===== src/rtl/upc_pkg.sv =====
// Shared types and default constants for the UPC checkout monitor.
// The item struct is sized for the widest supported code; narrower builds zero-extend.
package upc_pkg;

  typedef enum logic [1:0] {
    IDLE  = 2'd0,
    CHECK = 2'd1,
    ALARM = 2'd2
  } state_t;

  localparam int UPC_MAX_W = 16;
  localparam int DEF_UPC_W = 3;

  typedef struct packed {
    logic [UPC_MAX_W-1:0] code;
    logic                 mark;
  } item_t;

  localparam logic [7:0] DEF_DISC_MASK = 8'b0011_0010;
  localparam logic [7:0] DEF_EXP_MASK  = 8'b1010_0001;

endpackage


===== src/rtl/upc_checkout_monitor_if.sv =====
// Item handshake between the scan front end (master) and the checkout monitor (slave).
// Valid/ready: an item transfers on a rising clk edge where in_valid and in_ready are both 1;
// the master holds in_code/in_mark stable while in_valid=1 and in_ready=0.
interface upc_checkout_monitor_if #(
  parameter int UPC_W = 3
);
  logic             in_valid;
  logic             in_ready;
  logic [UPC_W-1:0] in_code;
  logic             in_mark;

  modport master (output in_valid, output in_code, output in_mark, input in_ready);
  modport slave  (input in_valid, input in_code, input in_mark, output in_ready);
endinterface


===== src/rtl/upc_classifier.sv =====
// Combinational item classifier: looks the code up in the discount and expensive masks.
module upc_classifier
  import upc_pkg::*;
#(
  parameter int                   UPC_W     = DEF_UPC_W,
  parameter logic [2**UPC_W-1:0]  DISC_MASK = DEF_DISC_MASK,
  parameter logic [2**UPC_W-1:0]  EXP_MASK  = DEF_EXP_MASK
) (
  input  item_t item,
  output logic  discounted,
  output logic  stolen
);
  logic [UPC_W-1:0] code;
  logic             unused_code_hi;

  assign code           = item.code[UPC_W-1:0];
  // Upper struct bits are zero-extension padding and carry no information.
  assign unused_code_hi = ^item.code;

  assign discounted = DISC_MASK[code];
  assign stolen     = EXP_MASK[code] & ~item.mark;
endmodule


===== src/rtl/upc_checkout_monitor.sv =====
// Sequential checkout monitor: captures one item, classifies it, counts it, and holds an alarm on theft.
// Define UPC_ALARM_ACK_EN to require an operator acknowledge before leaving ALARM.
module upc_checkout_monitor
  import upc_pkg::*;
#(
  parameter int                   UPC_W      = DEF_UPC_W,
  parameter int                   CNT_W      = 8,
  parameter logic [2**UPC_W-1:0]  DISC_MASK  = DEF_DISC_MASK,
  parameter logic [2**UPC_W-1:0]  EXP_MASK   = DEF_EXP_MASK,
  parameter int                   ALARM_HOLD = 4
) (
  input  logic                   clk,
  input  logic                   reset,
  upc_checkout_monitor_if.slave  bus,
  input  logic                   clear,
  input  logic                   alarm_ack,
  output logic                   disc,
  output logic                   stolen,
  output logic                   alarm,
  output logic [CNT_W-1:0]       item_cnt,
  output logic [CNT_W-1:0]       disc_cnt,
  output logic [CNT_W-1:0]       stolen_cnt,
  output state_t                 dbg_state
);
  localparam int                HOLD_W    = (ALARM_HOLD > 1) ? $clog2(ALARM_HOLD) : 1;
  localparam logic [HOLD_W-1:0] HOLD_LOAD = HOLD_W'(ALARM_HOLD - 1);
  localparam logic [CNT_W-1:0]  CNT_MAX   = '1;

  state_t            state, state_nx;
  item_t             item_r;
  logic [HOLD_W-1:0] hold;
  logic              accept;
  logic              cls_disc, cls_stolen;
  logic              hold_done;
  logic              alarm_exit;

  upc_classifier #(
    .UPC_W     (UPC_W),
    .DISC_MASK (DISC_MASK),
    .EXP_MASK  (EXP_MASK)
  ) u_classifier (
    .item       (item_r),
    .discounted (cls_disc),
    .stolen     (cls_stolen)
  );

  // in_ready and alarm decode straight from the state register, so no input reaches an output.
  assign bus.in_ready = (state == IDLE);
  assign alarm        = (state == ALARM);
  assign dbg_state    = state;
  assign accept       = bus.in_valid & (state == IDLE);
  assign hold_done    = (hold == '0);

`ifdef UPC_ALARM_ACK_EN
  assign alarm_exit = hold_done & alarm_ack;
`else
  logic unused_alarm_ack;
  assign unused_alarm_ack = alarm_ack;
  assign alarm_exit       = hold_done;
`endif

  always_comb begin
    state_nx = state;
    case (state)
      IDLE:    if (accept) state_nx = CHECK;
      CHECK:   state_nx = cls_stolen ? ALARM : IDLE;
      ALARM:   if (alarm_exit) state_nx = IDLE;
      default: state_nx = IDLE;
    endcase
  end

  always_ff @(posedge clk) begin
    if (reset) begin
      state      <= IDLE;
      item_r     <= '0;
      hold       <= '0;
      disc       <= 1'b0;
      stolen     <= 1'b0;
      item_cnt   <= '0;
      disc_cnt   <= '0;
      stolen_cnt <= '0;
    end else begin
      state <= state_nx;
      if (accept) begin
        item_r.code <= UPC_MAX_W'(bus.in_code);
        item_r.mark <= bus.in_mark;
      end
      // Hold is loaded while leaving CHECK so it reads ALARM_HOLD-1 on the first ALARM cycle.
      if (state == CHECK) hold <= HOLD_LOAD;
      else if (state == ALARM && !hold_done) hold <= hold - 1'b1;
      if (state == CHECK) begin
        disc   <= cls_disc;
        stolen <= cls_stolen;
      end
      // clear takes priority over a same-cycle CHECK update.
      if (clear) begin
        item_cnt   <= '0;
        disc_cnt   <= '0;
        stolen_cnt <= '0;
      end else if (state == CHECK) begin
        if (item_cnt != CNT_MAX) item_cnt <= item_cnt + 1'b1;
        if (cls_disc && disc_cnt != CNT_MAX) disc_cnt <= disc_cnt + 1'b1;
        if (cls_stolen && stolen_cnt != CNT_MAX) stolen_cnt <= stolen_cnt + 1'b1;
      end
    end
  end
endmodule


===== src/flat_wrapper.sv =====
// flat-port wrapper written by rule: the top's interface ports become plain ports
module upc_checkout_monitor_flat import upc_pkg::*;
#(
  parameter int                   UPC_W      = DEF_UPC_W,
  parameter int                   CNT_W      = 8,
  parameter logic [2**UPC_W-1:0]  DISC_MASK  = DEF_DISC_MASK,
  parameter logic [2**UPC_W-1:0]  EXP_MASK   = DEF_EXP_MASK,
  parameter int                   ALARM_HOLD = 4
)
  (clk, reset, clear, alarm_ack, disc, stolen, alarm, item_cnt, disc_cnt, stolen_cnt, dbg_state, bus_in_valid, bus_in_code, bus_in_mark, bus_in_ready);
  upc_checkout_monitor_if #(.UPC_W(UPC_W)) bus_i ();
  input  logic clk;
  input  logic reset;
  input  logic clear;
  input  logic alarm_ack;
  output logic disc;
  output logic stolen;
  output logic alarm;
  output logic [CNT_W-1:0] item_cnt;
  output logic [CNT_W-1:0] disc_cnt;
  output logic [CNT_W-1:0] stolen_cnt;
  output state_t dbg_state;
  input wire logic [$bits(bus_i.in_valid)-1:0] bus_in_valid;
  input wire logic [$bits(bus_i.in_code)-1:0] bus_in_code;
  input wire logic [$bits(bus_i.in_mark)-1:0] bus_in_mark;
  output wire logic [$bits(bus_i.in_ready)-1:0] bus_in_ready;
  assign bus_i.in_valid = bus_in_valid;
  assign bus_i.in_code = bus_in_code;
  assign bus_i.in_mark = bus_in_mark;
  assign bus_in_ready = bus_i.in_ready;
  upc_checkout_monitor #(.UPC_W(UPC_W), .CNT_W(CNT_W), .DISC_MASK(DISC_MASK), .EXP_MASK(EXP_MASK), .ALARM_HOLD(ALARM_HOLD)) u_core (.clk(clk), .reset(reset), .bus(bus_i), .clear(clear), .alarm_ack(alarm_ack), .disc(disc), .stolen(stolen), .alarm(alarm), .item_cnt(item_cnt), .disc_cnt(disc_cnt), .stolen_cnt(stolen_cnt), .dbg_state(dbg_state));
endmodule

===== config.mk =====
export PLATFORM = sky130hd
export DESIGN_NAME = upc_checkout_monitor_flat
export DESIGN_NICKNAME = d
export VERILOG_FILES = /design/src/rtl/upc_pkg.sv /design/src/rtl/upc_checkout_monitor_if.sv /design/src/rtl/upc_classifier.sv /design/src/rtl/upc_checkout_monitor.sv /design/src/flat_wrapper.sv
export SDC_FILE = /design/constraint.sdc
export NUM_CORES = 1
export LEC_CHECK = 0
export ABC_AREA = 1
export BUFFER_PORTS_ARGS = -buffer_cell sky130_fd_sc_hd__buf_2
export CAP_MARGIN = 15
export CORE_MARGIN = 4
export CORE_UTILIZATION = 45
export CTS_BUF_LIST = sky130_fd_sc_hd__clkbuf_4
export DETAILED_ROUTE_END_ITERATION = 10
export PLACE_DENSITY_LB_ADDON = 0.08
export RECOVER_POWER = 100
export SETUP_SLACK_MARGIN = 0.4
export SYNTH_ARGS = -nofsm -noshare
export SYNTH_HDL_FRONTEND = slang
export SYNTH_SLANG_ARGS = --single-unit
export TNS_END_PERCENT = 5

===== constraint.sdc =====
create_clock -name clk -period 2 [get_ports clk]
set_input_delay 0.4 -clock clk [delete_from_list [all_inputs] [get_ports clk]]
set_output_delay 0.4 -clock clk [all_outputs]
set_load 0.01 [all_outputs]

==> key figures, run 1 <==
Floorplan
  • DIE HEIGHT: 71.5 microns
  • Die area: 5110 sq um
  • Placeable Area: roughly 3800 sq um
  • Row Count: 22
  • # IOs: 39
  • Initial Util: 48.1%
  • Die Span X: 71.5 microns

Worst setup path
  • Crit-path slowest cell: dfxtp_1
  • Reg2reg setup slack: 0.37 ns
  • CP peak stage delay: 0.43 ns
  • Worst Path Max Fanout: 10
  • Worst path required time: around 2.2 ns
  • Critical path, cell by cell: ha_1 > nand2_1 > nor2_4 > nand2_1 > nand2_1 > nor2_1 > nor2_1 > nor2_1
  • Arrival time at the worst endpoint: approximately 1.9 ns
  • Reg2reg end: u_core.stolen_cnt[7]
  • Setup CP Type: flip-flop to flip-flop
  • CP endpoint kind: flip-flop
  • Reg-to-reg startpoint: u_core.stolen_cnt[0]
  • Startpoint class of the critical path: flip-flop
  • Worst R2R Path Depth: 8

Routing
  • Drt first pass iters: 4
  • Detailed-route vias per instance: between 4 and 5
  • Routed Antenna Nets: 0
  • Drt total wl: 3650 microns
  • Mean routed wirelength per cell: 10.2 microns
  • Detailed-route DRC error count: 0
  • Vias: 1692
  • Drt initial violations: 141

Flow run
  • Max-capacitance violation count: 0

GRT
  • Grt ovf: 0
  • Vias in the first global route: 1423
  • Initial antenna violation count: 0
  • First-pass GRT wire length: 6190 microns
  • Total GRT Usage: 14.8%
  • Largest net degree at the start of global routing: 12

Timing
  • Setup TNS Final: 0 ns
  • Setup ws final: 0.375 ns
  • Period utilisation layout: 81.3%
  • Post-layout min period: 1.63 ns
  • Max Slew Vio Count: 0
  • RSZ-0062 raised after global routing: true
  • Worst-margin pin slew: 0.489 ns
  • Final setup violation count: 0
  • Slew HR: 67.3%
  • Clk_skew: 0.00955 ns
  • Max Fclk: 615 MHz
  • Final hold vios: 0

Final layout
  • Fraction of layout cells with a size suffix above 1: ~7.1%
  • Layout Nets: between 300 and 400
  • Antenna Cells: 0
  • Area grow syn2layout: 12.3%

Clock network
  • Worst-path clk slew: 0.11 ns
  • # H-tree levels: 2
  • Clock Tree Buf Depth: 2
  • Clock latency on the worst-skew pair: 0.33 ns
  • Clock buffer count from CTS: 5
  • TritonCTS clock tree: done
  • # clock sinks: 36
  • CTS root buf: clkbuf_4

Yosys
  • Post-synth design cell area: 1810 sq um
  • Post-synth top area cell: dfxtp_1
  • Yosys reg bits: 36
  • Netlist cell types: 22
  • Yosys warnings: 0
  • Synth top area share: around two fifths
  • Synth area leaders: dfxtp_1, nand2_1, inv_1
  • Sequential-to-total area share from yosys stat: 39.8%
  • Most frequent cells after synthesis: nand2_1, dfxtp_1, inv_1, nor2_1, nand3_1
  • Synth Instances: between 200 and 300
  • Mean post-synth cell area: 6.82 sq um
  • Ys async rst share: 0%
  • Post-synth net total: 279
  • Post-synth EDFFs: 0
  • Main synth FF type: dfxtp_1
  • Count leader, synth: nand2_1

Worst hold path
  • HP Class: input port to flip-flop
  • Start point of the worst hold path: reset
  • Hold Path Cell Cnt: 2
  • Worst Hold End: u_core.disc

Power
  • Peak VDD IR: 0.335 mV
  • PD cells: 617 nW/um^2
  • Pleak: 0.000865 uW

Place
  • Dpl hpwl: 2700 microns
  • PortBufs: 37
  • Setup WS pre-CTS: 0.429 ns
  • RePlAce Congestion: 0.829

Status
  • Status: finished, final reports clean
placed cells by master, fill, tap and decap left out, drive strengths merged:
cell type | synthesis | routed
a21oi | 22 | 22
and2 | 1 | 1
buf | 4 | 10
clkbuf | 1 | 37
clkinv | 0 | 2
dfxtp | 36 | 36
ha | 4 | 4
inv | 38 | 37
nand2 | 72 | 72
nand3 | 27 | 27
nand3b | 5 | 5
nand4 | 6 | 6
nor2 | 40 | 40
nor3 | 3 | 3
o21ai | 5 | 5
xor2 | 2 | 2
state kept, by name, indices dropped and copies added, names as in the netlist, named ones only:
signal             flops
u_core.stolen          1
u_core.dbg_state       2
u_core.hold            2
u_core.item_r          4
u_core.item_cnt        8
u_core.disc_cnt        8
u_core.cls_disc        1
u_core.stolen_cnt      8
u_core.disc            1
cell type report:
type                    instances  area (sq um)
repair buffers                 40           168
inverters                      38           143
clock buffers                   7          52.6
multi-input cells             187           888
flip-flops and latches         36           721
clock inverters                 1          3.75
well taps                      48          60.1
fillers                       403          1740
metrics by stage:
stage	total power (uW)	instances	area [sq um]	hold WS, ns	util [%]
5_1_grt	1330	357	2040	0.279	54.0
3_5_place_dp	890	349	2040	0.449	54.2
2_1_floorplan	857	266	1810	0.429	-
3_3_place_gp	890	349	2040	0.441	54.2
4_1_cts	1280	357	2100	0.286	55.7
6_report	1260	357	2040	0.306	54.0
worst max path at each step:
stage	start	to	slack (ns)	depth (start not counted)
3_5_place_dp	reset	u_core.disc_cnt[1]	0.43	4
3_3_place_gp	reset	u_core.stolen_cnt[3]	0.47	4
2_1_floorplan	u_core.stolen_cnt[0]	u_core.stolen_cnt[7]	0.64	8
6_report	u_core.stolen_cnt[0]	u_core.stolen_cnt[7]	0.37	8
5_1_grt	u_core.stolen_cnt[0]	u_core.stolen_cnt[7]	0.19	8
4_1_cts	u_core.dbg_state[1]	alarm	0.51	3
worst max-delay path: cells and delay by family, from the launching register on:
family	cells	cell delay, ns
flip-flops	1	0.43
adder cells (fa/ha/maj)	1	0.24
AND/OR/NAND/NOR	7	0.87
cells by family after synthesis:
logic type	Yosys count	synth area share, %
buf+inv	43	9.87
simple gates	154	39.2
fa+ha+maj	4	2.76
compound gates	27	7.45
xor+xnor	2	0.966
flops	36	39.8
timing repair:
action | 4_1_cts | 5_1_grt
hold buffers | 0 | 0
gates resized for setup | 0 | 1
endpoints found under the setup margin | 0 | 5
buffers inserted | 0 | 0
routing by layer:
metal | up-vias | global-route usage [%] | part of all wire, %
met3 | 8 | 3.93 | 4.8
met2 | 27 | 22.7 | 41
met4 | 0 | 6.26 | 1.9
met5 | - | 0 | 0
li1 | 928 | - | -
met1 | 729 | 19.7 | 52
report_power, final:
| part | switching, uW | internal, uW | leakage [uW] | total (uW) |
|---|---|---|---|---|
| clock | 227 | 162 | 0.0000338 | 390 |
| sequential | 9.58 | 740 | 0.000292 | 749 |
| combinational | 78.0 | 39.6 | 0.000538 | 118 |
| total | 315 | 942 | 0.000865 | 1260 |
No activity file was read; power rests on OpenSTA's default activity.
==> inputs of run 2 (changes only) <==
--- a/config.mk
+++ b/config.mk
@@ -5,7 +5,7 @@
 export SDC_FILE = /design/constraint.sdc
 export NUM_CORES = 1
 export LEC_CHECK = 0
-export ABC_AREA = 1
+export ABC_AREA = 0
 export BUFFER_PORTS_ARGS = -buffer_cell sky130_fd_sc_hd__buf_2
 export CAP_MARGIN = 15
 export CORE_MARGIN = 4
==> constraint.sdc (replaced) <==
create_clock -name clk -period 1.3 [get_ports clk]
set_input_delay 0.26 -clock clk [delete_from_list [all_inputs] [get_ports clk]]
set_output_delay 0.26 -clock clk [all_outputs]
set_load 0.01 [all_outputs]
==> key figures, run 2 <==
Status
  • Status: finished with violations
  • Failing checks: setup timing

Floorplan
  • DIE HEIGHT: 69.2 microns (-3.2%)
  • # IOs: 39 (unchanged)
  • Initial Util: 48.6% (+0.55 points)
  • Placeable Area: 3470 sq um (-8.0%)
  • Die area: 4790 sq um (-6.2%)
  • Row Count: 21 (-4.5%)
  • Die Span X: 69.2 microns (-3.2%)

Worst hold path
  • HP Class: input port to flip-flop

Clock network
  • Clock Tree Buf Depth: 2 (unchanged)
  • Worst-path clk slew: 0.09 ns (-0.02 ns)
  • Clock buffer count from CTS: 5 (unchanged)
  • # clock sinks: 36 (unchanged)
  • TritonCTS clock tree: done
  • # H-tree levels: 2 (unchanged)
  • Clock latency on the worst-skew pair: 0.33 ns (about the same)
  • CTS Hold Bufs: 0 (unchanged)
  • CTS root buf: clkbuf_4

Timing
  • Max Slew Vio Count: 0 (unchanged)
  • Post-layout min period: 1.45 ns (-0.174 ns)
  • Min Hold Slack: 0.187 ns (-0.119 ns)
  • Worst-margin pin slew: 0.467 ns (-0.0215 ns)
  • Setup TNS Final: -0.954 ns (-0.954 ns)
  • Max Fclk: 689 MHz (+12%)
  • Final setup violation count: 19 (+19)
  • Slew HR: 68.8% (+1.6 points)
  • Setup ws final: -0.151 ns (-0.526 ns)
  • RSZ-0062 raised after global routing: true
  • Clk_skew: 0.0124 ns (+0.00280 ns)
  • Final hold vios: 0 (unchanged)
  • Period utilisation layout: 112% (+30 points)

Yosys
  • Netlist cell types: 43 (+95%)
  • Post-synth design cell area: 1690 sq um (-7.0%)
  • Synth top area share: 42.7% (+3.0 points)
  • Post-synth EDFFs: 0 (unchanged)
  • Yosys reg bits: 36 (unchanged)
  • Sequential-to-total area share from yosys stat: 42.7% (+3.0 points)
  • Most frequent cells after synthesis: dfxtp_1, nor2_1, xor2_1
  • Yosys warnings: 0 (unchanged)
  • Mean post-synth cell area: 9.12 sq um (+34%)
  • Synth area leaders: dfxtp_1, nor2_1, xor2_1
  • Post-synth top area cell: dfxtp_1
  • Ys async rst share: 0% (unchanged)
  • Synth Instances: 185 (-30%)
  • Post-synth net total: 198 (-29%)
  • Main synth FF type: dfxtp_1

GRT
  • Largest net degree at the start of global routing: 23 (+11)
  • Initial antenna violation count: 0 (unchanged)
  • Vias in the first global route: 1621 (+14%)
  • First-pass GRT wire length: 6740 microns (+8.9%)
  • Total GRT Usage: 16.8% (+2.0 points)
  • Grt ovf: 0 (unchanged)

Power
  • Pleak: 0.00111 uW (+28%)
  • Peak VDD IR: 0.790 mV (+140%)
  • PD cells: 780 nW/um^2 (+26%)
  • Total power: 1990 uW (+59%)

Worst setup path
  • Arrival time at the worst endpoint: 1.67 ns (-0.20 ns)
  • Worst Path Max Fanout: 6 (-4)
  • CP endpoint kind: flip-flop
  • Startpoint class of the critical path: flip-flop
  • Setup CP Type: flip-flop to flip-flop
  • Worst path required time: 1.52 ns (-0.72 ns)

Routing
  • Drt total wl: 4080 microns (+12%)
  • Routed Antenna Nets: 0 (unchanged)
  • Vias: 1573 (-7.0%)
  • Drt initial violations: 74 (-48%)
  • Mean routed wirelength per cell: 13.3 microns (+30%)
  • Drt first pass iters: 4 (unchanged)
  • Detailed-route vias per instance: 5.12 (+8.1%)
  • Detailed-route DRC error count: 0 (unchanged)

Place
  • Dpl hpwl: 2910 microns (+7.8%)
  • Placed Instances: 297 (-15%)
  • RePlAce Congestion: 0.784 (-5.4%)
  • PortBufs: 37 (unchanged)

Final layout
  • Layout Nets: 274 (-15%)
  • Biggest regs: u_core.disc_cnt (8), u_core.item_cnt (8), u_core.stolen_cnt (8)
  • # fillers: 282 (-30%)
  • Fraction of layout cells with a size suffix above 1: 41.4% (+34 points)
  • Most frequent cells in the layout: buf_6, nor2_1, dfxtp_1
  • Area grow syn2layout: 51.6%
  • Cell Count, Final, Fillers Out: 307 (-14%)
  • Most common cell after layout, fill and taps aside: buf_6
  • Antenna Cells: 0 (unchanged)

Flow run
  • Max-capacitance violation count: 0 (unchanged)
run 2: layer usage:
| layer | wire length (microns) | vias up | share of wire (%) | track usage [%] |
|---|---|---|---|---|
| met1 | 1720 | 732 | 42 | 19.4 |
| met5 | 0 | - | 0 | 0 |
| met2 | 2160 | 32 | 53 | 30.5 |
| met3 | 157 | 5 | 3.8 | 4.20 |
| met4 | 43 | 0 | 1.1 | 4.56 |
| li1 | - | 804 | - | - |
run 2: path summary, 6_finish.rpt:
path	slack, ns	cells after the start	to	start
worst max-delay path	-0.15	4	flip-flop	u_core.dbg_state[1]
worst min-delay path	0.19	3	u_core.item_r[0]	bus_in_mark
worst max register to register	-0.15	4	flip-flop	u_core.dbg_state[1]
worst min register to register	0.52	2	u_core.item_r[0]	u_core.item_r[0]
run 2: kinds of logic (layout without fill, tap and decap cells):
kind of cell             count (synthesis)  after routing  synth area share (%)
AO/OA/AOI/OAI                           32             32                  13.1
multiplexers                            10             10                  6.01
adder cells (fa/ha/maj)                  4              4                  2.97
flip-flops                              36             36                  42.7
buffers and inverters                   14             90                  3.63
AND/OR/NAND/NOR                         77             77                  25.3
XOR/XNOR                                12             12                  6.23
run 2: power by group:
group,leakage [uW],internal [uW],switching (uW)
clock network,0.0000315,220,350
logic,0.000783,133,128
registers,0.000293,1140,27.0
run 2: per-stage QoR:
stage               cell area, sq um  setup slack [ns]  util [%]
global placement                2180            -0.102      63.0
CTS                             2500            -0.144      72.1
floorplan                       1710            -0.105         -
finish                          2560            -0.151      73.7
global route                    2560            -0.242      73.7
detailed placement              2180            -0.147      63.0
run 2: final cells by class:
class / instances / area, sq um / area share, %
Timing Repair Buffer: 75 / 679 / 26.6
Multi-Input combinational cell: 135 / 1010 / 39.6
Clock buffer: 6 / 45.0 / 1.76
Clock inverter: 1 / 5.00 / 0.196
Sequential cell: 36 / 726 / 28.4
Tap cell: 46 / 57.6 / 2.25
Inverter: 8 / 30.0 / 1.17
run 2: what timing repair did:
action                                  in CTS  in global routing
endpoints found under the setup margin      66                 66
cloned                                       0                  0
gates resized for setup                     67                 24
pin swaps                                   15                  7
setup buffers                                2                  1
run 2: critical path: stages, from the launching register on:
cell and delay [ns]:
dfxtp_4 0.38, nor3b_4 0.31, mux2i_1 0.15, nor2_1 0.17, mux2_2 0.35
==> inputs of run 3 (changes only) <==
--- a/config.mk
+++ b/config.mk
@@ -15,7 +15,9 @@
 export PLACE_DENSITY_LB_ADDON = 0.08
 export RECOVER_POWER = 100
 export SETUP_SLACK_MARGIN = 0.4
+export SLEW_MARGIN = 20
 export SYNTH_ARGS = -nofsm -noshare
 export SYNTH_HDL_FRONTEND = slang
+export SYNTH_HIERARCHICAL = 1
 export SYNTH_SLANG_ARGS = --single-unit
 export TNS_END_PERCENT = 5
==> key figures, run 3 <==
Clock network
  • # clock sinks: 34 (-5.6%)
  • Clock Tree Buf Depth: 2 (unchanged)
  • Clock buffer count from CTS: 5 (unchanged)
  • Clock latency on the worst-skew pair: 0.35 ns (+0.02 ns)
  • Worst-path clk slew: 0.12 ns (+0.03 ns)
  • # H-tree levels: 2 (unchanged)
  • CTS Hold Bufs: 0 (unchanged)
  • CTS root buf: clkbuf_4
  • TritonCTS clock tree: done

Routing
  • Drt initial violations: 102 (+38%)
  • Detailed-route vias per instance: 5.42 (+5.9%)
  • Drt first pass iters: 4 (unchanged)
  • Drt total wl: 4350 microns (+6.6%)
  • Mean routed wirelength per cell: 14.1 microns (+5.9%)
  • Vias: 1676 (+6.5%)
  • Detailed-route DRC error count: 0 (unchanged)
  • Routed Antenna Nets: 0 (unchanged)

Yosys
  • Synth Instances: 191 (+3.2%)
  • Mean post-synth cell area: 8.59 sq um (-5.7%)
  • Yosys warnings: 6 (+6)
  • Post-synth net total: 204 (+3.0%)
  • Post-synth design cell area: 1640 sq um (-2.7%)

Timing
  • Final hold vios: 0 (unchanged)
  • Setup ws final: -0.374 ns (-0.223 ns)
  • Period utilisation layout: 129% (+17 points)
  • Max Fclk: 597 MHz (-13%)
  • Worst-margin pin slew: 0.456 ns (-0.0117 ns)
  • RSZ-0062 raised after global routing: true
  • Setup TNS Final: -3.00 ns (-2.05 ns)
  • Max Slew Vio Count: 0 (unchanged)
  • Clk_skew: 0.0212 ns (+0.00887 ns)
  • Slew HR: 69.6% (+0.78 points)
  • Final setup violation count: 20 (+1)
  • Post-layout min period: 1.67 ns (+0.223 ns)

Worst hold path
  • Worst Hold End: u_core/item_r[0]
  • Start point of the worst hold path: bus_in_mark
  • HP Class: input port to flip-flop
  • Hold Path Cell Cnt: 3 (unchanged)

Worst setup path
  • Crit-path slowest cell: or3_1
  • CP top delay family: simple AND/OR/NAND/NOR gates
  • Reg2reg setup slack: -0.37 ns (-0.22 ns)
  • Reg-to-reg startpoint: u_core/item_r[2]
  • Critical path, cell by cell: or3_1 > a21oi_2 > nand3b_1 > nor3_2 > mux2i_1 > nor2_1
  • Worst path required time: 1.52 ns (about the same)
  • WP buf/inv: 0 (unchanged)
  • Worst Path Max Fanout: 3 (-3)
  • CP endpoint kind: flip-flop
  • Reg2reg end: u_core/stolen_cnt[6]
  • Setup CP Type: flip-flop to flip-flop
  • Worst R2R Path Depth: 6 (+2)
  • Arrival time at the worst endpoint: 1.90 ns (+0.23 ns)
  • CP peak stage delay: 0.38 ns (about the same)
  • Startpoint class of the critical path: flip-flop

Place
  • RePlAce Congestion: 0.795 (+1.5%)
  • Setup WS pre-CTS: -0.302 ns (-0.156 ns)
  • Dpl hpwl: 3070 microns (+5.5%)
  • PortBufs: 37 (unchanged)
  • Placement Cell Area: 2130 sq um (-2.6%)

Final layout
  • Final instance area: 2420 sq um (-5.2%)
  • Final core utilization: 70.4% (-3.3 points)
  • Layout Nets: 275 (+0.36%)
  • Fraction of layout cells with a size suffix above 1: 46.4% (+5.0 points)
  • Area grow syn2layout: 47.6%
  • Most common cell after layout, fill and taps aside: buf_4
  • Most frequent cells in the layout: buf_4, buf_2, nor2_1
  • Antenna Cells: 0 (unchanged)
  • Biggest regs: u_core/disc_cnt (8), u_core/item_cnt (8), u_core/stolen_cnt (8)

Floorplan
  • DIE HEIGHT: 68.4 microns (-1.2%)
  • Placeable Area: 3440 sq um (-0.76%)
  • Row Count: 21 (unchanged)
  • Die Span X: 68.4 microns (-1.2%)
  • # IOs: 39 (unchanged)
  • Die area: 4680 sq um (-2.4%)
  • Initial Util: 47.7% (-0.94 points)

Power
  • Total power: 1920 uW (-3.7%)
  • PD cells: 792 nW/um^2 (+1.6%)
  • Peak VDD IR: 0.651 mV (-18%)
  • Pleak: 0.00102 uW (-7.5%)

GRT
  • First-pass GRT wire length: 7040 microns (+4.5%)
  • Initial antenna violation count: 0 (unchanged)
  • Vias in the first global route: 1640 (+1.2%)
  • Total GRT Usage: 19.8% (+3.0 points)
  • Grt ovf: 0 (unchanged)
  • Largest net degree at the start of global routing: 20 (-13%)

Status
  • Failing checks: setup timing
  • Status: finished with violations

Flow run
  • Max-capacitance violation count: 0 (unchanged)
## run 3: metal layers
| layer | vias up | GRT usage, % | share of wire [%] |
|---|---|---|---|
| met5 | - | 0 | 0 |
| met4 | 0 | 4.96 | 0.64 |
| met3 | 4 | 4.11 | 4.3 |
| met2 | 43 | 36.8 | 53 |
| met1 | 802 | 22.6 | 43 |
| li1 | 827 | - | - |
## run 3: repair_timing
action	4_1_cts	5_1_grt
pin swaps	12	7
buffers inserted	0	0
setup endpoints to repair	64	64
endpoints found under the hold margin	0	0
gates resized for setup	27	45
## run 3: layout make-up
| class | instances | area (sq um) |
|---|---|---|
| Inverter | 5 | 18.8 |
| Timing Repair Buffer | 72 | 562 |
| Clock buffer | 5 | 37.5 |
| Multi-Input combinational cell | 144 | 1010 |
| Clock inverter | 3 | 16.3 |
| Sequential cell | 34 | 717 |
| Tap cell | 46 | 57.6 |
| Fill cell | 279 | 1020 |
## run 3: where the power goes
part | switching [uW] | internal (uW)
Sequential | 20.4 | 1060
Combinational | 129 | 126
Clock | 386 | 201
## run 3: worst min-delay path, cell delays in order
cell and delay (ns):
buf_2 0.08, mux2i_1 0.05, nor2_1 0.07
## run 3: worst max-delay path by stage
stage | start | end | slack (ns) | depth (start not counted)
final | u_core/item_r[2] | u_core/stolen_cnt[6] | -0.37 | 6
after global routing | u_core/item_r[2] | u_core/stolen_cnt[7] | -0.43 | 6
after detailed placement | u_core/item_r[2] | u_core/stolen_cnt[7] | -0.30 | 6
after global placement | u_core/item_r[2] | u_core/stolen_cnt[4] | -0.25 | 6
after CTS | u_core/item_r[2] | u_core/stolen_cnt[7] | -0.32 | 6
after floorplan | u_core/item_r[2] | u_core/stolen_cnt[4] | -0.22 | 7
## run 3: stage by stage
step / hold slack [ns] / instances
floorplan: 0.407 / 191
global placement: 0.460 / 301
detailed placement: 0.477 / 301
CTS: 0.146 / 309
global route: 0.162 / 309
finish: 0.151 / 309
